<file path="config.mk">
export PLATFORM = sky130hd
export DESIGN_NAME = spi_sclk_gen_flat
export DESIGN_NICKNAME = d
export VERILOG_FILES = /design/src/rtl/spi_sclk_gen_if.sv /design/src/rtl/spi_sclk_gen.sv /design/src/flat_wrapper.sv
export SDC_FILE = /design/constraint.sdc
export NUM_CORES = 1
export LEC_CHECK = 0
export CORE_MARGIN = 3
export CORE_UTILIZATION = 45
export CTS_CLUSTER_DIAMETER = 100
export DETAILED_ROUTE_END_ITERATION = 12
export GPL_ROUTABILITY_DRIVEN = 0
export PLACE_DENSITY = 0.73
export SLEW_MARGIN = 20
export SYNTH_ARGS = -nofsm -noshare
export SYNTH_HDL_FRONTEND = slang
export SYNTH_SLANG_ARGS = --single-unit
</file>
<file path="constraint.sdc">
create_clock -name clk_100mhz -period 4.2 [get_ports clk_100mhz]
set_clock_uncertainty 0.15 [all_clocks]
set_input_delay 1.26 -clock clk_100mhz [delete_from_list [all_inputs] [get_ports clk_100mhz]]
set_output_delay 1.26 -clock clk_100mhz [all_outputs]
set_load 0.005 [all_outputs]
</file>
<file path="src/rtl/spi_sclk_gen_if.sv">
// Bundle between the SPI master FSM and the SCLK generator: burst
// configuration and control in, serial clock, status and strobes out.
interface spi_sclk_gen_if #(
    parameter int unsigned DIV_W  = 8,
    parameter int unsigned BITS_W = 6
) ();
    logic [DIV_W-1:0]  half_div;
    logic              cpol;
    logic              cpha;
    logic [BITS_W-1:0] nbits;
    logic              start;
    logic              abort;
    logic              sclk;
    logic              busy;
    logic              done;
    logic              sample_strobe;
    logic              shift_strobe;

    // Controller side: programs and launches bursts, watches status.
    modport master (
        output half_div, cpol, cpha, nbits, start, abort,
        input  sclk, busy, done, sample_strobe, shift_strobe
    );

    // Generator side.
    modport slave (
        input  half_div, cpol, cpha, nbits, start, abort,
        output sclk, busy, done, sample_strobe, shift_strobe
    );
endinterface

</file>
<file path="src/rtl/spi_sclk_gen.sv">
// SPI serial-clock generator. Produces bursts of nbits SCLK cycles with a
// programmable half-period, in any CPOL/CPHA mode, plus single-cycle sample
// and shift strobes that coincide with the cycle SCLK shows each new level.
// A TAIL phase of one half-period holds SCLK idle before done is pulsed.
module spi_sclk_gen #(
    parameter int unsigned DIV_W        = 8,
    parameter int unsigned BITS_W       = 6,
    parameter int unsigned DEFAULT_HALF = 10
) (
    input logic            clk_100mhz,
    input logic            reset_n,
    spi_sclk_gen_if.slave  bus
);
    typedef enum logic [1:0] {IDLE, RUN, TAIL} state_t;

    state_t            state;
    logic [DIV_W-1:0]  half_l;
    logic [DIV_W-1:0]  cnt;
    logic              cpol_l;
    logic              cpha_l;
    logic [BITS_W-1:0] nbits_l;
    logic [BITS_W:0]   edges;

    logic              sclk_q;
    logic              busy_q;
    logic              done_q;
    logic              sample_q;
    logic              shift_q;

    logic [DIV_W-1:0]  half_sel;
    logic              half_hit;
    logic [BITS_W:0]   edges_nxt;
    logic              last_edge;
    logic              lead_sample;

    // Decode of the programmed half-period and the next edge's properties.
    always_comb begin
        half_sel    = (bus.half_div == '0) ? DIV_W'(DEFAULT_HALF) : bus.half_div;
        half_hit    = (cnt == (half_l - DIV_W'(1)));
        edges_nxt   = edges + (BITS_W+1)'(1);
        last_edge   = (edges_nxt == {nbits_l, 1'b0});
        // Odd edge numbers are leading edges; with cpha=0 those are sampled.
        lead_sample = edges_nxt[0] ^ cpha_l;
    end

    // Burst sequencer: every output is a register updated here.
    always_ff @(posedge clk_100mhz or negedge reset_n) begin
        if (!reset_n) begin
            state    <= IDLE;
            half_l   <= '0;
            cnt      <= '0;
            cpol_l   <= 1'b0;
            cpha_l   <= 1'b0;
            nbits_l  <= '0;
            edges    <= '0;
            sclk_q   <= 1'b0;
            busy_q   <= 1'b0;
            done_q   <= 1'b0;
            sample_q <= 1'b0;
            shift_q  <= 1'b0;
        end else begin
            done_q   <= 1'b0;
            sample_q <= 1'b0;
            shift_q  <= 1'b0;
            case (state)
                IDLE: begin
                    sclk_q <= bus.cpol;
                    if (bus.start && !bus.abort) begin
                        half_l  <= half_sel;
                        cpol_l  <= bus.cpol;
                        cpha_l  <= bus.cpha;
                        nbits_l <= bus.nbits;
                        cnt     <= '0;
                        edges   <= '0;
                        busy_q  <= 1'b1;
                        state   <= (bus.nbits == '0) ? TAIL : RUN;
                    end
                end
                RUN: begin
                    if (bus.abort) begin
                        state  <= IDLE;
                        busy_q <= 1'b0;
                        sclk_q <= cpol_l;
                        cnt    <= '0;
                        edges  <= '0;
                    end else if (half_hit) begin
                        cnt      <= '0;
                        sclk_q   <= ~sclk_q;
                        edges    <= edges_nxt;
                        sample_q <= lead_sample;
                        shift_q  <= ~lead_sample;
                        if (last_edge) begin
                            state <= TAIL;
                        end
                    end else begin
                        cnt <= cnt + DIV_W'(1);
                    end
                end
                TAIL: begin
                    if (bus.abort) begin
                        state  <= IDLE;
                        busy_q <= 1'b0;
                        sclk_q <= cpol_l;
                        cnt    <= '0;
                        edges  <= '0;
                    end else if (half_hit) begin
                        state  <= IDLE;
                        busy_q <= 1'b0;
                        done_q <= 1'b1;
                        cnt    <= '0;
                    end else begin
                        cnt <= cnt + DIV_W'(1);
                    end
                end
                default: state <= IDLE;
            endcase
        end
    end

    assign bus.sclk          = sclk_q;
    assign bus.busy          = busy_q;
    assign bus.done          = done_q;
    assign bus.sample_strobe = sample_q;
    assign bus.shift_strobe  = shift_q;
endmodule

</file>
<file path="src/flat_wrapper.sv">
// flat-port wrapper written by rule: the top's interface ports become plain ports
module spi_sclk_gen_flat 
#(
    parameter int unsigned DIV_W        = 8,
    parameter int unsigned BITS_W       = 6,
    parameter int unsigned DEFAULT_HALF = 10
)
  (clk_100mhz, reset_n, bus_half_div, bus_cpol, bus_cpha, bus_nbits, bus_start, bus_abort, bus_sclk, bus_busy, bus_done, bus_sample_strobe, bus_shift_strobe);
  spi_sclk_gen_if #(.DIV_W(DIV_W), .BITS_W(BITS_W)) bus_i ();
  input logic clk_100mhz;
  input logic reset_n;
  input wire logic [$bits(bus_i.half_div)-1:0] bus_half_div;
  input wire logic [$bits(bus_i.cpol)-1:0] bus_cpol;
  input wire logic [$bits(bus_i.cpha)-1:0] bus_cpha;
  input wire logic [$bits(bus_i.nbits)-1:0] bus_nbits;
  input wire logic [$bits(bus_i.start)-1:0] bus_start;
  input wire logic [$bits(bus_i.abort)-1:0] bus_abort;
  output wire logic [$bits(bus_i.sclk)-1:0] bus_sclk;
  output wire logic [$bits(bus_i.busy)-1:0] bus_busy;
  output wire logic [$bits(bus_i.done)-1:0] bus_done;
  output wire logic [$bits(bus_i.sample_strobe)-1:0] bus_sample_strobe;
  output wire logic [$bits(bus_i.shift_strobe)-1:0] bus_shift_strobe;
  assign bus_i.half_div = bus_half_div;
  assign bus_i.cpol = bus_cpol;
  assign bus_i.cpha = bus_cpha;
  assign bus_i.nbits = bus_nbits;
  assign bus_i.start = bus_start;
  assign bus_i.abort = bus_abort;
  assign bus_sclk = bus_i.sclk;
  assign bus_busy = bus_i.busy;
  assign bus_done = bus_i.done;
  assign bus_sample_strobe = bus_i.sample_strobe;
  assign bus_shift_strobe = bus_i.shift_strobe;
  spi_sclk_gen #(.DIV_W(DIV_W), .BITS_W(BITS_W), .DEFAULT_HALF(DEFAULT_HALF)) u_core (.clk_100mhz(clk_100mhz), .reset_n(reset_n), .bus(bus_i));
endmodule
</file>
==> summary.md <==
| Metric | Value |
|---|---|
| Clock power share | 0.250 |
| Clock Tree Root | clkbuf_8 |
| Quantity of gates resized following cts | 0 |
| CP cell instances | inv_1, ha_1, or3b_4, nor4_2, o2111ai_1, a311o_1, buf_4, o311a_1, a221o_1 |
| Seq/Total Area, Yosys | 0.398 |
| Reg-to-reg critical path startpoint | u_core.half_l[0]$_DFFE_PN0P_ |
| Sw Ratio | 0.365 |
| Area Overhead vs Synth | 17.6% |
| Synth area leaders | dfrtp_1, nand2_1, ha_1 |
| MaxCap Viol Count | 0 |
| Clk slew on worst S/H paths | 70 ps |
| Initial core utilization | 0.486 |
| Die H | 78.9 um |
| Post-placement cell count | 353 |
| Via-to-Cell Ratio | 5.72 |
| Post-Synthesis Cells | 272 |
| WHS Endpoint | u_core.nbits_l[0]$_DFFE_PN0P_ |
| # clock sinks | 38 |
| Cell Area, Synth | 0.00239 mm^2 |
| Synth Net Count | 299 |
| Cells on Worst Hold Path | 2 |
| Total CTS buffers | 5 |
| FF-to-FF setup slack | 1030 ps |
| Post-synthesis register bit count | 38 |
| Yosys cell types | 56 |
| Min Tclk post-route | 3170 ps |
| Most common cell after layout, fill and taps aside | nand2_1 |
| Die Wd | 78.9 um |
| Total track usage | 0.190 |
| Gr ovfl total | 0 |
| WL final | 5.35 mm |
| Core ar. | 0.00491 mm^2 |
| Net Switching | 0.565 mW |
| Layout cells sized above 1 | 0.0646 |
| Fmax achieved | 315 MHz |
| Power Internal | 0.984 mW |
| Vias in the first global route | 1946 |
| H-Tree Depth | 2 |
| Maximum clock path buffer count | 2 |
| Critical Path Max Stage Delay | 570 ps |
| Cell Pwr Density | 552 mW/mm^2 |
| I/O pin count | 25 |
| Post-CTS Setup Bufs | 0 |
| Input/output buffers | 24 |
| CTS tree | done |
| Setup TNS | 0 ps |
| DRT iter0 DRCs | 138 |
| # rows | 25 |
| Remaining antenna violation count | 0 |
| Worst EP required | 4220 ps |
| Critical path class | flip-flop to flip-flop |
| Pin count of the biggest net entering global routing | 39 |
| Worst Path Arrival | 3190 ps |
| Yosys warning count | 0 |
| Final instance area | 0.00281 mm^2 |
| Final HPWL DP | 3.84 mm |
| ANT cells | 0 |
| EDFF count, synth | 0 |
| Async SR Flop Fraction | 1.00 |
| Setup crit end kind | flip-flop |
| Final period util | 0.755 |
| Routed len/inst | 14.8 um |
| Hold Path Origin | u_core.nbits_l[0]$_DFFE_PN0P_ |
| R2R Path End | u_core.edges[5]$_DFFE_PN0P_ |
| Hold Buf Count CTS | 0 |
| Slowest CP cell | a311o_1 |
| Most frequent cells in the layout | nand2_1, dfrtp_1, clkdlybuf4s50_1 |
| Ys flop type | dfrtp_1 |
| Pre-Repair DR Iteration Count | 4 |
| CP Launch Type | flip-flop |
| Clk_lat worst skew | 290 ps |
| Total number of vias | 2066 |
| Seq pwr share | 0.384 |
| Initial antenna violation count | 0 |
| Worst Max-Slew Pin Slew | 850 ps |
| Residual DRC | 0 |
| Max Fanout on Critical Path | 17 |
| DP Area | 0.00267 mm^2 |
| # fillers | 461 |
| Global-route wire length before repair | 9.42 mm |
| Synth top area share | 0.398 |
| Final cell count without fillers | 361 |
| Logic pwr share | 0.367 |
| Dominant cell type by area after synthesis | dfrtp_1 |
| Max-slew headroom at the worst pin | 0.433 |
| R2R depth | 9 |
| Final #Nets | 320 |
| Die area | 0.00622 mm^2 |
| Worst vdd ir | 0.258 mV |
| Worst min-delay path category | flip-flop to flip-flop |
| Max-slew violation count | 0 |
| Avg Inst Size Synth | 8.78 um^2 |
| Final hold vios | 0 |
| Design Power | 1.55 mW |
| CP Buf/Inv Count | 2 |
| Setup-failing EPs final | 0 |
| Pleak | 1.24 nW |
| CP top delay family | compound AO/OA/AOI/OAI gates |
| Unrepaired setup endpoints after global routing | no |
| Status | completed |
cells in the mapped netlist, drive strengths merged (2+ instances only):
master   count
nand2       52
dfrtp       38
inv         18
nand3       15
nor2        12
o21ai       11
a31oi        8
clkbuf       8
a21oi        7
ha           7
mux2i        7
xnor2        7
xor2         7
nor3         6
buf          5
nand4        5
and3         4
nor2b        4
nor4         4
o211ai       4
or4          4
a21o         3
nand2b       3
a2111oi      2
a221o        2
mux2         2
o211a        2
power by group through the flow:
stage	clock (mW)	combinational, mW	sequential, mW
after detailed placement	0	0.565	0.595
after floorplan	0	0.435	0.563
after global placement	0	0.553	0.597
final	0.387	0.568	0.595
after global routing	0.417	0.647	0.611
after CTS	0.395	0.569	0.594
final cells by class:
type,instances,area [um^2],share of cell area
multi-input combinational,203,1310,0.465
sequential,38,951,0.339
timing repair buffer,27,258,0.0918
tap,67,83.8,0.0298
clock buffer,6,82.6,0.0294
inverter,18,67.6,0.0241
clock inverter,2,60.1,0.0214
worst max path at each step:
stage / startpoint / to / slack, ps / cells after the start
after global routing: u_core.half_l[0]$_DFFE_PN0P_ / u_core.edges[5]$_DFFE_PN0P_ / 830 / 9
after detailed placement: bus_abort / u_core.state[0]$_DFFE_PN0P_ / 790 / 7
after floorplan: bus_abort / u_core.state[0]$_DFFE_PN0P_ / 1500 / 6
final: u_core.half_l[0]$_DFFE_PN0P_ / u_core.edges[5]$_DFFE_PN0P_ / 1030 / 9
after CTS: u_core.half_l[0]$_DFFE_PN0P_ / u_core.edges[5]$_DFFE_PN0P_ / 1030 / 9
after global placement: bus_abort / u_core.state[0]$_DFFE_PN0P_ / 890 / 7
routing by layer:
metal,track usage,part of all wire,vias to the layer above
met3,0.0442,0.056,6
met1,0.284,0.50,989
li1,-,-,1013
met5,0,0,-
met4,0.0498,0.0095,0
met2,0.276,0.43,58
flip-flops by register name (all words and copies together) (netlist names):
name and count:
u_core.half_l 8, u_core.bus.sample_strobe 1, u_core.edges 7, u_core.bus.done 1
u_core.bus.shift_strobe 1, u_core.cpol_l 1, u_core.cpha_l 1, u_core.nbits_l 6
u_core.cnt 8, u_core.bus.busy 1, u_core.state 2, u_core.bus.sclk 1
worst register-to-register path, delay by kind of cell, from the launching register on:
kind	cells	cell delay (ps)
AOI/OAI and AO/OA	4	1330
adders and majority gates	1	190
buffers and inverters	2	400
DFF	1	440
and+or+nand+nor	2	560
cell families (layout without fill, tap and decap cells):
kind of cell / count (synthesis) / in the layout / share of synthesized area
fa+ha+maj: 7 / 7 / 0.0367
mux: 9 / 9 / 0.0388
compound gates: 58 / 58 / 0.175
simple gates: 114 / 114 / 0.235
xor+xnor: 15 / 15 / 0.0613
buf+inv: 31 / 53 / 0.0550
flops: 38 / 38 / 0.398
per-stage QoR:
step	hold WS, ps	setup WS (ps)	utilization
6_report	345	1030	0.572
3_5_place_dp	334	785	0.543
4_1_cts	353	1030	0.572
5_1_grt	384	830	0.572
2_1_floorplan	307	1500	-
3_3_place_gp	330	895	0.543
Power figures use the tool's default switching activity.
